File: src/rtl/dt_pkg.sv
// Shared constants and the arbiter state type for the distance-transform result-RAM datapath.
package dt_pkg;
   localparam int IMG_W    = 128;
   localparam int AW       = 14;
   localparam int DW       = 8;
   localparam int NREQ     = 3;
   localparam int REQ_LOAD = 0;
   localparam int REQ_FWD  = 1;
   localparam int REQ_BWD  = 2;

   typedef enum logic [1:0] {ARB_IDLE, ARB_OPEN, ARB_LOCK} arb_state_e;
endpackage

File: src/rtl/dt_res_arbiter_if.sv
// Requester-side command / read-return bundle of the result-RAM arbiter.
interface dt_res_arbiter_if #(
   parameter int NREQ = dt_pkg::NREQ,
   parameter int AW   = dt_pkg::AW,
   parameter int DW   = dt_pkg::DW
);
   logic [NREQ-1:0]    req;
   logic [NREQ-1:0]    we;
   logic [NREQ-1:0]    lock;
   logic [NREQ*AW-1:0] addr;
   logic [NREQ*DW-1:0] wdata;
   logic [NREQ-1:0]    gnt;
   logic [NREQ-1:0]    rvalid;
   logic [DW-1:0]      rdata;

   modport master (output req, we, lock, addr, wdata, input gnt, rvalid, rdata);
   modport slave  (input req, we, lock, addr, wdata, output gnt, rvalid, rdata);
endinterface

File: src/rtl/dt_rr_pick.sv
// Rotating-priority picker: first requester after i_last (mod NREQ) wins, one-hot out.
module dt_rr_pick #(
   parameter int NREQ = 3,
   parameter int LW   = (NREQ > 1) ? $clog2(NREQ) : 1
) (
   input  logic [NREQ-1:0] i_req,
   input  logic [LW-1:0]   i_last,
   output logic [NREQ-1:0] o_win
);
   logic [LW-1:0] w_idx;

   // Walk from farthest to nearest so the nearest requester overwrites the rest.
   always_comb begin
      o_win = '0;
      w_idx = '0;
      for (int k = NREQ; k >= 1; k--) begin
         w_idx = LW'((int'(i_last) + k) % NREQ);
         if (i_req[w_idx]) o_win = NREQ'(1) << w_idx;
      end
   end
endmodule

File: src/rtl/dt_res_arbiter.sv
// Round-robin arbiter with lock for the single-port result RAM; 2-cycle read return.
// Optional DT_RES_ARB_STAT_EN adds per-requester saturating stall counters.
module dt_res_arbiter import dt_pkg::*; #(
   parameter int NREQ = dt_pkg::NREQ,
   parameter int AW   = dt_pkg::AW,
   parameter int DW   = dt_pkg::DW
) (
   input  logic                 clk,
   input  logic                 reset,
   dt_res_arbiter_if.slave      bus,
   output logic                 res_rd,
   output logic                 res_wr,
   output logic [AW-1:0]        res_addr,
   output logic [DW-1:0]        res_do,
   input  logic [DW-1:0]        res_di,
   output logic                 busy
`ifdef DT_RES_ARB_STAT_EN
   ,
   output logic [NREQ*16-1:0]   stall_cnt
`endif
);
   localparam int LW = (NREQ > 1) ? $clog2(NREQ) : 1;

   arb_state_e                r_state, w_state_nxt;
   logic [LW-1:0]             r_last, w_win_idx;
   logic [NREQ-1:0]           w_pick, w_gnt;
   logic                      w_any;
   logic                      r_rd, r_wr, r_busy;
   logic [AW-1:0]             r_addr;
   logic [DW-1:0]             r_do;
   logic [2:1][NREQ-1:0]      r_vld_pipe;

   dt_rr_pick #(.NREQ(NREQ), .LW(LW)) u_pick (
      .i_req  (bus.req),
      .i_last (r_last),
      .o_win  (w_pick)
   );

   // While locked only the owner (last winner) can be served; its req=0 releases.
   always_comb begin
      w_gnt = w_pick;
      if (r_state == ARB_LOCK)
         w_gnt = bus.req[r_last] ? (NREQ'(1) << r_last) : '0;
      w_any     = |w_gnt;
      w_win_idx = r_last;
      for (int k = 0; k < NREQ; k++)
         if (w_gnt[k]) w_win_idx = LW'(k);
      w_state_nxt = ARB_IDLE;
      if (w_any) w_state_nxt = bus.lock[w_win_idx] ? ARB_LOCK : ARB_OPEN;
   end

   always_ff @(posedge clk) begin
      if (reset) begin
         r_state    <= ARB_IDLE;
         r_last     <= LW'(NREQ - 1);
         r_rd       <= 1'b0;
         r_wr       <= 1'b0;
         r_busy     <= 1'b0;
         r_addr     <= '0;
         r_do       <= '0;
         r_vld_pipe <= '0;
      end else begin
         r_state    <= w_state_nxt;
         r_rd       <= w_any & ~bus.we[w_win_idx];
         r_wr       <= w_any &  bus.we[w_win_idx];
         r_busy     <= w_any | (w_state_nxt == ARB_LOCK);
         r_vld_pipe <= {r_vld_pipe[1], w_gnt & ~bus.we};
         if (w_any) begin
            r_last <= w_win_idx;
            r_addr <= bus.addr[w_win_idx*AW +: AW];
            r_do   <= bus.wdata[w_win_idx*DW +: DW];
         end
      end
   end

   assign bus.gnt    = w_gnt;
   assign bus.rvalid = r_vld_pipe[2];
   assign bus.rdata  = res_di;
   assign res_rd     = r_rd;
   assign res_wr     = r_wr;
   assign res_addr   = r_addr;
   assign res_do     = r_do;
   assign busy       = r_busy;

`ifdef DT_RES_ARB_STAT_EN
   logic [NREQ-1:0][15:0] r_stall;

   always_ff @(posedge clk) begin
      for (int i = 0; i < NREQ; i++) begin
         if (reset)
            r_stall[i] <= '0;
         else if (bus.req[i] && !w_gnt[i] && r_stall[i] != 16'hFFFF)
            r_stall[i] <= r_stall[i] + 16'd1;
      end
   end

   assign stall_cnt = r_stall;
`endif
endmodule

File: src/flat_wrapper.sv
// flat-port wrapper written by rule: the top's interface ports become plain ports
module dt_res_arbiter_flat import dt_pkg::*;
#(
   parameter int NREQ = dt_pkg::NREQ,
   parameter int AW   = dt_pkg::AW,
   parameter int DW   = dt_pkg::DW
)
  (clk, reset, res_rd, res_wr, res_addr, res_do, res_di, busy, bus_req, bus_we, bus_lock, bus_addr, bus_wdata, bus_gnt, bus_rvalid, bus_rdata);
  dt_res_arbiter_if #(.NREQ(NREQ), .AW(AW), .DW(DW)) bus_i ();
  input  logic clk;
  input  logic reset;
  output logic res_rd;
  output logic res_wr;
  output logic [AW-1:0] res_addr;
  output logic [DW-1:0] res_do;
  input  logic [DW-1:0] res_di;
  output logic busy;
  input wire logic [$bits(bus_i.req)-1:0] bus_req;
  input wire logic [$bits(bus_i.we)-1:0] bus_we;
  input wire logic [$bits(bus_i.lock)-1:0] bus_lock;
  input wire logic [$bits(bus_i.addr)-1:0] bus_addr;
  input wire logic [$bits(bus_i.wdata)-1:0] bus_wdata;
  output wire logic [$bits(bus_i.gnt)-1:0] bus_gnt;
  output wire logic [$bits(bus_i.rvalid)-1:0] bus_rvalid;
  output wire logic [$bits(bus_i.rdata)-1:0] bus_rdata;
  assign bus_i.req = bus_req;
  assign bus_i.we = bus_we;
  assign bus_i.lock = bus_lock;
  assign bus_i.addr = bus_addr;
  assign bus_i.wdata = bus_wdata;
  assign bus_gnt = bus_i.gnt;
  assign bus_rvalid = bus_i.rvalid;
  assign bus_rdata = bus_i.rdata;
  dt_res_arbiter #(.NREQ(NREQ), .AW(AW), .DW(DW)) u_core (.clk(clk), .reset(reset), .bus(bus_i), .res_rd(res_rd), .res_wr(res_wr), .res_addr(res_addr), .res_do(res_do), .res_di(res_di), .busy(busy));
endmodule
File: config.mk
export PLATFORM = sky130hd
export DESIGN_NAME = dt_res_arbiter_flat
export DESIGN_NICKNAME = d
export VERILOG_FILES = /design/src/rtl/dt_pkg.sv /design/src/rtl/dt_res_arbiter_if.sv /design/src/rtl/dt_rr_pick.sv /design/src/rtl/dt_res_arbiter.sv /design/src/flat_wrapper.sv
export SDC_FILE = /design/constraint.sdc
export NUM_CORES = 1
export LEC_CHECK = 0
export CELL_PAD_IN_SITES_DETAIL_PLACEMENT = 0
export CELL_PAD_IN_SITES_GLOBAL_PLACEMENT = 1
export CORE_MARGIN = 1.5
export CORE_UTILIZATION = 29
export DETAILED_ROUTE_END_ITERATION = 6
export HOLD_SLACK_MARGIN = 0.03
export PLACE_DENSITY = 0.92
export SLEW_MARGIN = 20
export SYNTH_ARGS = -nofsm -noshare
export SYNTH_HDL_FRONTEND = slang
export SYNTH_SLANG_ARGS = --single-unit
File: constraint.sdc
create_clock -name clk -period 5.87 [get_ports clk]
set_input_delay 0.8805 -clock clk [delete_from_list [all_inputs] [get_ports clk]]
set_output_delay 0.8805 -clock clk [all_outputs]
set_load 0.03 [all_outputs]
==> results.json <==
{
  "status": "finished clean",
  "rsz0062_at_grt": "no",
  "overflow": 0,
  "port_buffers": 107,
  "ys_ff_latch": 35,
  "core-area_sq_mm": 0.007687,
  "path_max_fanout": 25,
  "clockBufferDepth": 2,
  "wirelength_mm": 6.879,
  "clk_latency_ps": 280,
  "finalCritPeriodShare_pct": 70.51,
  "worstMarginPinSlew_ps": 834.9,
  "pwr-share-clk_pct": 7.5,
  "required_ps": 4990,
  "diodes": 0,
  "total_power_mw": 2.334,
  "p_per_area_mw_per_mm2": 681.8,
  "syn_nets": 367,
  "root_buffer": "clkbuf_8",
  "slew_headroom_pct": 44.34,
  "worst_r2r_endpoint": "u_core.res_addr[1]",
  "netSwitchingFraction_pct": 50.97,
  "yosysMostFrequentCell": "nor2_1",
  "grt_pass1_vias": 2298,
  "fp.dieH_microns": 92.05,
  "cts_sinks": 35,
  "cts_buffers": 5,
  "yosysWarnings": 0,
  "die-width_microns": 92.05,
  "antenna_found_initial": 0,
  "synth_top_area_share_pct": 30.47,
  "seq_area_frac_synth_pct": 30.47,
  "path_clk_slew_ps": 80,
  "dieArea_sq_mm": 0.008473,
  "internal-power_mw": 1.144,
  "worstPathArrival_ps": 3260,
  "final_net_count": 454,
  "post-route-min-period_ps": 4139,
  "grt_pass1_wl_mm": 10.96,
  "holdPathStages": 1,
  "dr_total_vias": 2305,
  "setup_viol": 0,
  "avgSynthCellArea_sq_um": 8.302,
  "r2r_cells": 11,
  "syn_area_sq_mm": 0.002300,
  "rows": 32,
  "hold_path_startpoint": "u_core.r_vld_pipe[1]",
  "synth_area_leaders": "dfxtp_1 (30%), a221oi_2 (10%), a211o_1 (8.4%)",
  "grt_max_degree": 34,
  "p_comb_share_pct": 76.4,
  "setup_tns_ps": 0,
  "drt_iter0_drc": 85,
  "r2r-start": "u_core.r_last[1]",
  "first_pass_iters": 5,
  "post_cts_buffers": 0,
  "synth_top_flop_cell": "dfxtp_1",
  "ant_nets": 0,
  "path_class": "in -> out",
  "synthCells": 277,
  "drcViolationCount": 0,
  "cts_htree_levels": 2,
  "max-vdd-ir-drop_mv": 0.2695,
  "pwr-share-seq_pct": 16.1,
  "syn_to_final_growth_pct": 48.86,
  "leakage_nw": 1.360,
  "finClkSkew_ps": 11.18,
  "dp_hpwl_mm": 4.836,
  "synthTopCellsByCount": "nor2_1 (50), dfxtp_1 (35), inv_1 (30), a211o_1 (22), o21ai_0 (22)",
  "slew_viol_final": 0,
  "drv_cap": 0,
  "stdcell_count": 466,
  "vias_per_cell": 4.946,
  "synth-edff-count": 0,
  "wl_per_cell_microns": 14.76,
  "ys_types": 46,
  "p_switching_mw": 1.190,
  "boundaryPins": 124,
  "async_flop_share_pct": 0,
  "post_cts_resize_count": 0,
  "cp-end-kind": "output port",
  "yosysTopAreaCell": "dfxtp_1",
  "finalHoldViolCount": 0,
  "grt_util_all_layers_pct": 16.10,
  "hp-class": "reg -> reg",
  "drive_gt1_share_pct": 10.16,
  "holdPathEnd": "u_core.bus.rvalid[1]",
  "fmax_mhz": 241.6,
  "place_congestion": 0.8521,
  "tritoncts": "built",
  "ctsHoldBuffers": 0,
  "regToRegSetupSlack_ps": 2260,
  "initial_utilization_pct": 29.92,
  "cp-start-kind": "input pin",
  "place_inst": 459
}
power groups by stage:
stage	Sequential [mW]	Clock [mW]	Combinational, mW
4_1_cts	0.377	0.185	1.80
3_3_place_gp	0.379	0	1.74
2_1_floorplan	0.502	0	1.24
6_report	0.376	0.176	1.78
3_5_place_dp	0.381	0	1.80
5_1_grt	0.387	0.198	1.95
layer usage:
layer	wire length (microns)	track usage, %	vias to the layer above
li1	-	-	1140
met1	3059	20.21	1072
met2	3410	27.96	85
met3	344	2.736	8
met4	65	4.872	0
met5	0	0	-
worst max-delay path: stages:
cell and delay (ps):
clkdlybuf4s50_1 590, mux2i_1 140, o21ai_2 220, a32o_1 210, a22oi_4 60, inv_2 380, clkdlybuf4s50_1 770
cell usage in the layout, fill, tap and decap left out, types with 2 or more instances in the layout:
cell | synthesis | final
ha_1 | 5 | 5
a2bb2oi_1 | 2 | 2
dfxtp_1 | 35 | 35
o21ai_0 | 22 | 22
a21oi_1 | 3 | 3
buf_4 | 12 | 3
mux2i_1 | 4 | 4
nor3_1 | 3 | 3
inv_2 | 2 | 2
and2_1 | 2 | 2
clkbuf_8 | 0 | 6
o21ai_1 | 5 | 5
nor2_1 | 50 | 50
a32oi_1 | 2 | 2
a211o_1 | 22 | 22
inv_1 | 30 | 30
nand2b_1 | 3 | 3
nor2b_1 | 5 | 5
nand3_1 | 3 | 3
a221oi_1 | 6 | 6
a31oi_1 | 2 | 2
nand2_1 | 3 | 3
a221oi_2 | 16 | 16
clkdlybuf4s50_1 | 0 | 106
area by class of cell:
class | instances | area, sq um
clock buffer | 6 | 82.58
clock inverter | 1 | 5.005
fill | 782 | 4264
inverter | 32 | 120.1
multi-input combinational | 179 | 1284
sequential | 35 | 700.7
tap | 102 | 127.6
timing repair buffer | 111 | 1104
metrics by stage:
stage                     hold slack [ps]  setup WS, ps  utilization (%)  cell area (sq um)
after global placement              429.8          1773            43.20               3321
after floorplan                     413.8          2992                -               2300
after global routing                462.3          1596            44.53               3423
after CTS                           445.1          1691            44.53               3423
after detailed placement            425.8          1707            43.39               3336
final                               439.3          1731            44.53               3423
logic make-up (layout without fill, tap and decap cells):
family          count (synthesis)  in the layout  share of synthesized area, %
flops                          35             35                         30.47
simple gates                   77             77                         15.40
compound gates                 93             93                         35.96
mux                             4              4                         1.741
fa+ha+maj                       5              5                         2.720
buf+inv                        63            150                         13.71
state kept, by name, summed over array words and instances (netlist names):
name	flops
u_core.busy	1
u_core.res_wr	1
u_core.r_last	2
u_core.r_state	2
u_core.res_do	8
u_core.res_addr	14
u_core.r_vld_pipe	3
u_core.res_rd	1
u_core.bus.rvalid	3
worst max path at each step:
stage                     startpoint    endpoint  slack (ps)  cells past startpoint
detailed placement        bus_req[0]  bus_gnt[2]        1710                      7
CTS                       bus_req[0]  bus_gnt[2]        1690                      7
floorplan           u_core.r_last[0]  bus_gnt[2]        2990                      9
finish                    bus_req[0]  bus_gnt[2]        1730                      7
global placement          bus_req[0]  bus_gnt[2]        1770                      7
global route              bus_req[0]  bus_gnt[2]        1600                      7
(Power assumes the default switching activity.)
